==> src/rtl/t2mi_pkg.sv <==
// Shared T2-MI / MPEG-TS definitions used by the transport-stream front end.
package t2mi_pkg;

  localparam int         TS_PKT_LEN       = 188;
  localparam logic [7:0] TS_SYNC_BYTE     = 8'h47;
  localparam logic [7:0] TS_INV_SYNC_BYTE = 8'hB8;

  typedef enum logic [1:0] {
    ST_HUNT   = 2'd0,
    ST_VERIFY = 2'd1,
    ST_LOCKED = 2'd2
  } sync_state_t;

endpackage

==> src/rtl/sat_counter16.sv <==
// 16-bit event counter that holds at all-ones instead of wrapping.
module sat_counter16 (
  input  logic        clk,
  input  logic        rst,
  input  logic        inc,
  output logic [15:0] count
);

  // Count single-cycle events, sticking at the maximum value
  always_ff @(posedge clk or posedge rst) begin
    if (rst) begin
      count <= '0;
    end else if (inc && (count != 16'hFFFF)) begin
      count <= count + 16'd1;
    end
  end

endmodule

==> src/rtl/ts_sync_aligner.sv <==
// MPEG-TS sync acquisition: hunts for the sync byte at the packet period,
// locks/unlocks with hysteresis and forwards only packet-aligned bytes with
// start/end markers. Define TS_INV_SYNC_EN to also accept the inverted sync
// byte (start of a DVB scrambling group) once hunting is over.
module ts_sync_aligner
  import t2mi_pkg::*;
#(
  parameter int         PKT_LEN      = TS_PKT_LEN,
  parameter logic [7:0] SYNC_BYTE    = TS_SYNC_BYTE,
  parameter int         LOCK_COUNT   = 3,
  parameter int         UNLOCK_COUNT = 3
) (
  input  logic        clk,
  input  logic        rst,
  input  logic        resync,
  input  logic        in_valid,
  input  logic [7:0]  in_data,
  output logic        out_valid,
  output logic [7:0]  out_data,
  output logic        out_sop,
  output logic        out_eop,
  output logic        out_sync_err,
  output logic        sync_locked,
  output logic [15:0] sync_loss_count
);

  localparam int CNT_W  = $clog2(PKT_LEN);
  localparam int GOOD_W = $clog2(LOCK_COUNT + 1);
  localparam int BAD_W  = $clog2(UNLOCK_COUNT + 1);

  localparam logic [CNT_W-1:0]  CNT_LAST   = CNT_W'(PKT_LEN - 1);
  localparam logic [GOOD_W-1:0] GOOD_LOCK  = GOOD_W'(LOCK_COUNT);
  localparam logic [BAD_W-1:0]  BAD_UNLOCK = BAD_W'(UNLOCK_COUNT);

  sync_state_t       state, state_nxt;
  logic [CNT_W-1:0]  cnt, cnt_nxt;
  logic [GOOD_W-1:0] good, good_nxt, good_inc;
  logic [BAD_W-1:0]  bad, bad_nxt, bad_inc;
  logic              at_sync;
  logic              match;
  logic              loss_evt;
  logic              fwd, fwd_sop, fwd_eop, fwd_err;

  // Sync check used once a candidate alignment exists (not in HUNT)
  function automatic logic sync_ok(input logic [7:0] b);
`ifdef TS_INV_SYNC_EN
    return (b == SYNC_BYTE) || (b == ~SYNC_BYTE);
`else
    return (b == SYNC_BYTE);
`endif
  endfunction

  function automatic logic [CNT_W-1:0] cnt_inc(input logic [CNT_W-1:0] c);
    return (c == CNT_LAST) ? '0 : c + 1'b1;
  endfunction

  assign at_sync  = (cnt == '0);
  assign match    = sync_ok(in_data);
  assign good_inc = good + GOOD_W'(1);
  assign bad_inc  = bad + BAD_W'(1);

  // State and alignment counters
  always_ff @(posedge clk or posedge rst) begin
    if (rst) begin
      state <= ST_HUNT;
      cnt   <= '0;
      good  <= '0;
      bad   <= '0;
    end else begin
      state <= state_nxt;
      cnt   <= cnt_nxt;
      good  <= good_nxt;
      bad   <= bad_nxt;
    end
  end

  // Next state: resync wins over a coincident byte, which is then dropped
  always_comb begin
    state_nxt = state;
    cnt_nxt   = cnt;
    good_nxt  = good;
    bad_nxt   = bad;
    loss_evt  = 1'b0;
    if (resync) begin
      state_nxt = ST_HUNT;
      cnt_nxt   = '0;
      good_nxt  = '0;
      bad_nxt   = '0;
      loss_evt  = (state == ST_LOCKED);
    end else if (in_valid) begin
      case (state)
        ST_VERIFY: begin
          if (!at_sync) begin
            cnt_nxt = cnt_inc(cnt);
          end else if (match) begin
            cnt_nxt  = cnt_inc(cnt);
            good_nxt = good_inc;
            if (good_inc == GOOD_LOCK) begin
              state_nxt = ST_LOCKED;
              bad_nxt   = '0;
            end
          end else begin
            // The failing byte is not reconsidered as a new candidate
            state_nxt = ST_HUNT;
            cnt_nxt   = '0;
            good_nxt  = '0;
          end
        end
        ST_LOCKED: begin
          cnt_nxt = cnt_inc(cnt);
          if (at_sync) begin
            if (match) begin
              bad_nxt = '0;
            end else if (bad_inc == BAD_UNLOCK) begin
              state_nxt = ST_HUNT;
              cnt_nxt   = '0;
              good_nxt  = '0;
              bad_nxt   = '0;
              loss_evt  = 1'b1;
            end else begin
              bad_nxt = bad_inc;
            end
          end
        end
        default: begin
          // HUNT only ever trusts the true sync byte
          if (in_data == SYNC_BYTE) begin
            state_nxt = ST_VERIFY;
            cnt_nxt   = CNT_W'(1);
            good_nxt  = GOOD_W'(1);
          end
        end
      endcase
    end
  end

  // Forwarding decision and packet markers for the byte being accepted
  always_comb begin
    fwd     = 1'b0;
    fwd_sop = 1'b0;
    fwd_eop = 1'b0;
    fwd_err = 1'b0;
    if (!resync && in_valid) begin
      case (state)
        ST_VERIFY: begin
          if (at_sync && match && (good_inc == GOOD_LOCK)) begin
            fwd     = 1'b1;
            fwd_sop = 1'b1;
          end
        end
        ST_LOCKED: begin
          if (!at_sync) begin
            fwd     = 1'b1;
            fwd_eop = (cnt == CNT_LAST);
          end else if (match) begin
            fwd     = 1'b1;
            fwd_sop = 1'b1;
          end else if (bad_inc != BAD_UNLOCK) begin
            fwd     = 1'b1;
            fwd_sop = 1'b1;
            fwd_err = 1'b1;
          end
        end
        default: ;
      endcase
    end
  end

  // Registered outputs, one cycle behind the accepted input byte
  always_ff @(posedge clk or posedge rst) begin
    if (rst) begin
      out_valid    <= 1'b0;
      out_data     <= '0;
      out_sop      <= 1'b0;
      out_eop      <= 1'b0;
      out_sync_err <= 1'b0;
      sync_locked  <= 1'b0;
    end else begin
      out_valid    <= fwd;
      out_sop      <= fwd_sop;
      out_eop      <= fwd_eop;
      out_sync_err <= fwd_err;
      sync_locked  <= (state_nxt == ST_LOCKED);
      if (fwd) begin
        out_data <= in_data;
      end
    end
  end

  sat_counter16 u_loss_cnt (
    .clk   (clk),
    .rst   (rst),
    .inc   (loss_evt),
    .count (sync_loss_count)
  );

endmodule

==> config.mk <==
export PLATFORM = sky130hd
export DESIGN_NAME = ts_sync_aligner
export DESIGN_NICKNAME = d
export VERILOG_FILES = /design/src/rtl/t2mi_pkg.sv /design/src/rtl/sat_counter16.sv /design/src/rtl/ts_sync_aligner.sv
export SDC_FILE = /design/constraint.sdc
export NUM_CORES = 1
export LEC_CHECK = 0
export BUFFER_PORTS_ARGS = -buffer_cell sky130_fd_sc_hd__clkbuf_2
export CAP_MARGIN = 20
export CORE_UTILIZATION = 50
export DETAILED_ROUTE_END_ITERATION = 12
export PLACE_DENSITY_LB_ADDON = 0.3
export SLEW_MARGIN = 20
export SYNTH_ARGS = -nofsm -noshare
export SYNTH_HDL_FRONTEND = slang
export SYNTH_SLANG_ARGS = --single-unit
export TNS_END_PERCENT = 20
==> constraint.sdc <==
create_clock -name clk -period 1.95 [get_ports clk]
set_clock_uncertainty 0.1 [all_clocks]
set_input_delay 0.2925 -clock clk [delete_from_list [all_inputs] [get_ports clk]]
set_output_delay 0.2925 -clock clk [all_outputs]
set_load 0.005 [all_outputs]
# Yosys cells after proc, flatten, opt, wreduce, memory -nomap -nowiden
# Index checks and enable logic that the tools add are counted.
# Widths: inputs -> output; s select.
dict set report word_totals {
  latchBits 0
  memories 0
  mem_bits_ro 0
  ram_bits 0
  in_bits 12
  reg_bits 43
  output_inout_bits 29
  word_cells 102
}
dict set report classes {
  mux 60
  magnitude_cmp 0
  addsub 4
  multipliers 0
  n_shift 0
  n_reduce_logical 12
  div 0
  eq_ne 15
  bitwise 0
}
# cell n
set ops {}
lappend ops {{$mux 8} 9}
lappend ops {{$mux 2} 25}
lappend ops {{$mux 1} 20}
lappend ops {{$add 16x1->16 const B} 1}
lappend ops {{$ne 16x16->1 const B} 1}
lappend ops {{$pmux 8 s2} 1}
lappend ops {{$ne 3x3->1 const B} 5}
lappend ops {{$pmux 2 s2} 3}
lappend ops {{$reduce_and 6->1} 2}
lappend ops {{$add 8x1->8 const B} 1}
lappend ops {{$eq 2x2->1 const B} 4}
lappend ops {{$eq 8x7->1 const B} 1}
lappend ops {{$eq 8x8->1 const B} 1}
lappend ops {{$logic_not 8->1} 1}
lappend ops {{$add 2x1->2 const B} 2}
lappend ops {{$logic_and 1x1->1} 4}
lappend ops {{$pmux 1 s2} 2}
lappend ops {{$reduce_bool 4->1} 1}
lappend ops {{$ne 3x2->1 const B} 1}
lappend ops {{$reduce_bool 3->1} 1}
lappend ops {{$eq 2x1->1 const B} 1}
lappend ops {{$ne 2x2->1 const B} 1}
lappend ops {{$reduce_and 2->1} 1}
lappend ops {{$reduce_bool 2->1} 1}
lappend ops {{$logic_not 1->1} 1}

# Longest topological paths before layout
# Gate-level depths: netlist of run 1.
dict set report depth {
  depth_word 9
  depth_mapped 7
  ltp_nobuf 7
}

# Cells and area by module
# A second synthesis of run 1 with hierarchy kept.
dict set report hier_totals {
  cells_unflattened 226
  area_unflattened_um2 2428.6
}
# module n_inst cells_each area_each_um2 seq_area_each_um2
set by_module_without_submodules {}
lappend by_module_without_submodules {ts_sync_aligner 1 155 1622.8 675.6}
lappend by_module_without_submodules {sat_counter16 1 71 805.8 400.4}

# Worst setup path after synthesis of run 1
# OpenSTA, ideal clock, no wires.
dict set report synth_path {
  path_kind {flip-flop to flip-flop}
  start {reg cnt[2]}
  end {reg out_data[0]}
  path_buffers 0
  setup_time_ns 0.125
  t_required_ns 1.725
  arrival_time_ns 1.838
  period_less_slack_ns 2.063
  setup_slack_ns -0.113
  stages_incl_launch_ff 6
  cell_sequence {dfrtp_1 > nor4_4 > nand3_4 > o21a_4 > o211ai_4 > mux2_4}
}
dict set report synth_between {
  elab_chain_len 6
  word_cells_on_any_way 7
  cone_classes {mux: 4; reduce/logical: 3}
}
# item line_no
set synth_rtl {}
lappend synth_rtl {{start: declaration} ts_sync_aligner.sv:36} ;# logic [CNT_W-1:0] cnt, cnt_nxt;
lappend synth_rtl {{start signal: assignment} ts_sync_aligner.sv:71} ;# cnt <= cnt_nxt;
lappend synth_rtl {{$logic_not 8->1 *} ts_sync_aligner.sv:57} ;# assign at_sync = (cnt == '0);
lappend synth_rtl {{$logic_and 1x1->1 (2 in series)} ts_sync_aligner.sv:146} ;# if (at_sync && match && (good_inc == GOOD_LOCK)) begin
lappend synth_rtl {{$mux 1} ts_sync_aligner.sv:146}
lappend synth_rtl {{$pmux 1 s2 *} ts_sync_aligner.sv:144} ;# case (state)
lappend synth_rtl {{$mux 1 *} ts_sync_aligner.sv:143} ;# if (!resync && in_valid) begin
lappend synth_rtl {{end signal: assignment} ts_sync_aligner.sv:185} ;# out_data <= in_data;
lappend synth_rtl {{end: declaration} ts_sync_aligner.sv:19} ;# output logic [7:0] out_data,
# Mark *: on every way between the ends. The rest lies on a longest branch, timed or not.
# A chain may end at the register's enable or synchronous reset.

# Final worst setup path of run 1
dict set report layout_path {
  start {reg cnt[7]}
  end {reg out_data[6]}
}
# The elaborated chain is that of the path after synthesis.

==> results.toml, run 1 <==
[setup_path]
critPathKind = "flip-flop to flip-flop"
rr_endpoint = "out_data[6]$_DFFE_PP0P_"
critPathMaxStageDelay_ns = 0.41
endpoint_kind = "flip-flop"
critPathMaxFanout = 9
r2r_start = "cnt[7]$_DFFE_PP0P_"
ff2ff_path_depth = 6
critPathTopFamily = "simple AND/OR/NAND/NOR gates"
required_ns = 2.03
crit_buf_inv = 1
cp_slowest_cell = "dfrtp_1"
critPathLaunchType = "flip-flop"
worstPathArrival_ns = 2.11
crit_path_cell_trace = "nor4_4, nand3_4, o21a_4, o211ai_4, buf_12, mux2_4"
r2r_slack_ns = -0.08

[die]
start_util = 0.528
die_area_mm2 = 0.00494
ios = 41
rows = 24
fp.dieH_um = 70.3
die_x_um = 70.3
core_area_mm2 = 0.00441

[route]
dr.first_iter.drc_count = 80
vias = 1950
top_layer_used = "met4"
wl_met1_um = 2320
wl_met3_um = 150
wl_met2_um = 2560
dr.pass1.iters = 4
drc_errors = 0
totalWireLength_um = 5060
antenna_left = 0
avgRoutedWirePerCell_um = 14.3
vias_per_cell = 5.52

[timing]
maxSlewHeadroom = 0.698
rsz0062_at_grt = "yes"
max_freq_mhz = 492
fin_setup_tns_ns = -0.621
maxSlewViolCount = 0
finalCritPeriodShare = 1.04
tightest_slew_ns = 0.451
setup_viol = 8
min_period_ns = 2.03
finalHoldViolCount = 0
layout_setup_ws_ns = -0.0824

[clock_network]
clkLatencyLatePin_ns = 0.29
cts_sinks = 43
path_clk_slew_ns = 0.08
cts_buffers = 5
clock_path_buffers = 2
cts_tree = "yes"
htree_num_levels = 2
cts-root-buf = "clkbuf_8"

[logic_synthesis]
yosysSeqAreaShare = 0.462
synth_cells = 217
async_flop_share = 1.00
synth_cell_type_count = 45
synth_seq_cells = 43
synth_edf_count = 0
syn_nets = 236
postSynthAreaPerCell_um2 = 10.7
synthesis.area_mm2 = 0.00233
synth-main-ff-cell = "dfrtp_1"
ys_warn_count = 0

[global_route]
grt-ovfl-total = 0
grt_pass1_wl_um = 8760
grt.total_usage = 0.222
grt_max_degree = 18
antenna_found_initial = 0
grt_pass1_vias = 1952

[worst_hold_path]
whs_path_depth = 2
min_from = "in_data[2]"
holdPathEnd = "out_data[2]$_DFFE_PP0P_"
hp-class = "input port to flip-flop"

[run_status]
status = "complete, but fails checks"
violations = "negative setup slack"

[layout]
multi_input_area_mm2 = 0.00122
seq_area_mm2 = 0.00108
drive_gt1_frac = 0.372
layout_common_cells = "dfrtp_1, clkbuf_2, buf_4"
nNetsFinal = 319
area_delta_synth_final_pct = 31.9
antenna_cells = 0
fillCellCount = 358
instances_no_fill = 353
layout_commonest_cell = "dfrtp_1"

[placement]
gp_congestion = 0.913
dp.cells = 343
port_buffers = 40
hpwl_um = 3940

[run]
maxCapViolCount = 0

[pwr]
switchingPower_mw = 0.343
combPwrFrac = 0.046
power_density_mw_per_mm2 = 579
power_frac_seq = 0.502
p_clk_frac = 0.452
internal_power_mw = 1.44
max-vdd-ir-drop_uv = 451
p_leak_nw = 1.50
power_mw = 1.78
switching_share = 0.192
## synthesized netlist by cell type, types with 5 or more instances
| cell type | count | share of area |
|---|---|---|
| a31oi_1 | 5 | 0.013 |
| a21oi_1 | 5 | 0.011 |
| nand3_1 | 12 | 0.026 |
| nor2_1 | 8 | 0.013 |
| xnor2_1 | 16 | 0.060 |
| ha_1 | 7 | 0.038 |
| mux2_4 | 8 | 0.052 |
| dfrtp_1 | 43 | 0.46 |
| nand2_1 | 16 | 0.026 |
| a22oi_1 | 5 | 0.016 |
| o21ai_0 | 5 | 0.011 |
| and3_1 | 7 | 0.019 |
| nor3_1 | 7 | 0.015 |
| nand4_1 | 10 | 0.027 |
| inv_1 | 12 | 0.019 |
## final cells by class
cell class	count	share of cell area
Multi-Input combinational cell	157	0.396
Sequential cell	43	0.350
Timing Repair Buffer	81	0.175
Clock buffer	6	0.0236
Tap cell	52	0.0212
Clock inverter	2	0.0195
Inverter	12	0.0147
## registers in the layout, indices dropped and copies added (netlist names)
signal	cells
sync_locked	1
u_loss_cnt.count	16
cnt	8
bad	2
state	2
out_eop	1
out_data	8
out_valid	1
out_sop	1
out_sync_err	1
good	2
## through the flow
step	worst slack (ns)	cell area [um2]	utilization	hold slack, ns
after detailed placement	-0.107	2900	0.656	0.149
final	-0.0824	3070	0.696	0.163
after CTS	-0.0804	3050	0.690	0.154
after global routing	-0.160	3070	0.696	0.154
after floorplan	-0.0566	2340	-	0.341
after global placement	-0.0329	2900	0.656	0.143
## logic make-up (layout without fill, tap and decap cells)
kind of cell	after synthesis	after routing	synth area share
simple gates	80	80	0.202
flops	43	43	0.462
compound gates	40	40	0.129
buf+inv	17	101	0.0295
xor+xnor	16	16	0.0601
mux	14	14	0.0794
fa+ha+maj	7	7	0.0376
## worst max-delay path by stage
stage                             startpoint                       to  slack (ns)  depth (start not counted)
after global routing      cnt[7]$_DFFE_PP0P_  out_data[0]$_DFFE_PP0P_       -0.16                          6
after global placement    cnt[7]$_DFFE_PP0P_       cnt[4]$_DFFE_PP0P_       -0.03                          5
final                     cnt[7]$_DFFE_PP0P_  out_data[6]$_DFFE_PP0P_       -0.08                          6
after floorplan           cnt[6]$_DFFE_PP0P_  out_data[0]$_DFFE_PP0P_       -0.06                          5
after CTS                 cnt[7]$_DFFE_PP0P_  out_data[6]$_DFFE_PP0P_       -0.08                          6
after detailed placement  cnt[7]$_DFFE_PP0P_       cnt[7]$_DFFE_PP0P_       -0.11                          5
## routing by layer
| layer | vias to the layer above | global-route usage |
|---|---|---|
| met3 | 4 | 0.0433 |
| li1 | 960 | - |
| met1 | 943 | 0.296 |
| met4 | 0 | 0.0444 |
| met5 | - | 0 |
| met2 | 43 | 0.375 |
## power groups by stage
stage / Clock (mW) / Combinational [mW] / Sequential, mW
floorplan: 0 / 0.0405 / 0.912
global placement: 0 / 0.0796 / 0.912
detailed placement: 0 / 0.0828 / 0.912
CTS: 0.829 / 0.0842 / 0.894
global route: 0.868 / 0.0935 / 0.895
finish: 0.804 / 0.0824 / 0.894
## worst reg2reg max path, stage by stage, from the launching register on
cell	delay, ns
dfrtp_1	0.41
nor4_4	0.37
nand3_4	0.16
o21a_4	0.25
o211ai_4	0.18
buf_12	0.16
mux2_4	0.30
## timing repair
item / 4_1_cts / 5_1_grt
setup buffers: 0 / 1
gates resized for setup: 2 / 4
hold buffers: 1 / 0
hold endpoints to repair: 12 / 0
setup endpoints to repair: 19 / 34
pin swaps: 1 / 5
No activity file was read; power rests on OpenSTA's default activity.
==> inputs of run 2 (changes only) <==
Settings changed: SKIP_CTS_REPAIR_TIMING set to 1.
==> results.toml, run 2 (same netlist as run 1, synthesis figures left out) <==
[run_status]
status = "complete, but fails checks"
violations = "negative setup slack"

[layout]
antenna_cells = 0
layout_common_cells = "dfrtp_1, clkbuf_2, buf_4"
area_delta_synth_final_pct = 30.9
top_regs = "u_loss_cnt.count: 16 flops, cnt: 8 flops, out_data: 8 flops"
largest_reg_flops = 16
instances_no_fill = 352
drive_gt1_frac = 0.367
layout_commonest_cell = "dfrtp_1"
top_register = "u_loss_cnt.count"
nNetsFinal = 318

[die]
core_area_mm2 = 0.00441
die_area_mm2 = 0.00494
die_x_um = 70.3
start_util = 0.528
fp.dieH_um = 70.3
rows = 24
ios = 41

[global_route]
grt_max_degree = 18
grt-ovfl-total = 0
grt.total_usage = 0.221
grt_pass1_vias = 1962
grt_pass1_wl_um = 8740
antenna_found_initial = 0

[timing]
maxSlewViolCount = 0
holdWs_ns = 0.162
finalCritPeriodShare = 1.04
max_freq_mhz = 495
min_period_ns = 2.02
rsz0062_at_grt = "yes"
layout_setup_ws_ns = -0.0714
maxSlewHeadroom = 0.698
tightest_slew_ns = 0.450
setup_viol = 11
finalHoldViolCount = 0

[placement]
dp.cells = 343
gp_congestion = 0.913
port_buffers = 40
hpwl_um = 3940
post-place-ws_ns = -0.107

[pwr]
power_frac_seq = 0.502
p_leak_nw = 1.50
combPwrFrac = 0.046
max-vdd-ir-drop_uv = 451
switchingPower_mw = 0.342
switching_share = 0.192
p_clk_frac = 0.452
power_density_mw_per_mm2 = 583
power_mw = 1.78
internal_power_mw = 1.44

[worst_hold_path]
hp-class = "input port to flip-flop"
whs_path_depth = 2

[route]
dr.pass1.iters = 4
vias_per_cell = 5.58
dr.first_iter.drc_count = 114
avgRoutedWirePerCell_um = 14.3
antenna_left = 0
vias = 1963
drc_errors = 0
totalWireLength_um = 5020

[clock_network]
htree_num_levels = 2
cts_tree = "yes"
cts-root-buf = "clkbuf_8"
path_clk_slew_ns = 0.08
clkLatencyLatePin_ns = 0.29
cts_buffers = 5
clock_path_buffers = 2
cts_sinks = 43

[setup_path]
ff2ff_path_depth = 6
worstPathArrival_ns = 2.10
endpoint_kind = "flip-flop"
critPathLaunchType = "flip-flop"
crit_path_cell_trace = "nor4_4, nand3_4, o21a_4, o211ai_4, buf_12, mux2_4"
critPathMaxStageDelay_ns = 0.42
required_ns = 2.03
critPathKind = "flip-flop to flip-flop"
critPathMaxFanout = 9
cp_slowest_cell = "dfrtp_1"

[run]
maxCapViolCount = 0
[run 2: cell types whose count changed in the layout (fill, tap and decap cells not counted), sizes merged]
cell  delta
buf      -1
[run 2: path summary, 6_finish.rpt]
kind                                             startpoint                          endpoint  slack, ns
min in group asynchronous                               rst   u_loss_cnt.count[8]$_DFFE_PP0P_       0.38
setup / recovery                         cnt[7]$_DFFE_PP0P_           out_data[6]$_DFFE_PP0P_      -0.07
hold reg to reg            u_loss_cnt.count[14]$_DFFE_PP0P_  u_loss_cnt.count[14]$_DFFE_PP0P_       0.39
hold / removal                                   in_data[2]           out_data[2]$_DFFE_PP0P_       0.16
max in group asynchronous                               rst           out_data[5]$_DFFE_PP0P_       0.83
setup reg to reg                         cnt[7]$_DFFE_PP0P_           out_data[6]$_DFFE_PP0P_      -0.07
[run 2: through the flow]
stage | util | setup TNS, ns | area, um2
3_5_place_dp | 0.656 | -1.15 | 2900
2_1_floorplan | - | -0.453 | 2340
4_1_cts | 0.686 | -1.44 | 3030
6_report | 0.691 | -0.546 | 3050
3_3_place_gp | 0.656 | -0.213 | 2900
5_1_grt | 0.691 | -3.06 | 3050
[run 2: critical path, delay by kind of cell (launching register included)]
kind / cells / cell delay, ns
AND/OR/NAND/NOR: 2 / 0.51
AO/OA/AOI/OAI: 2 / 0.43
flip-flops: 1 / 0.42
multiplexers: 1 / 0.30
buffers and inverters: 1 / 0.16
[run 2: area by class of cell]
type	count	area (um2)
Clock buffer	6	72.6
Clock inverter	2	60.1
Fill cell	361	1360
Inverter	12	45.0
Multi-Input combinational cell	157	1200
Sequential cell	43	1080
Tap cell	52	65.1
Timing Repair Buffer	80	528
[run 2: power by group through the flow]
| stage | Combinational [mW] | Sequential (mW) | Clock (mW) |
|---|---|---|---|
| floorplan | 0.0405 | 0.912 | 0 |
| global placement | 0.0796 | 0.912 | 0 |
| detailed placement | 0.0828 | 0.912 | 0 |
| CTS | 0.0827 | 0.894 | 0.829 |
| global route | 0.0935 | 0.895 | 0.868 |
| finish | 0.0823 | 0.894 | 0.804 |
[run 2: layer usage]
| layer | part of all wire | vias to the layer above | track usage |
|---|---|---|---|
| li1 | - | 958 | - |
| met5 | 0 | - | 0 |
| met2 | 0.50 | 46 | 0.370 |
| met4 | 0.0070 | 0 | 0.0444 |
| met3 | 0.034 | 4 | 0.0433 |
| met1 | 0.45 | 955 | 0.296 |
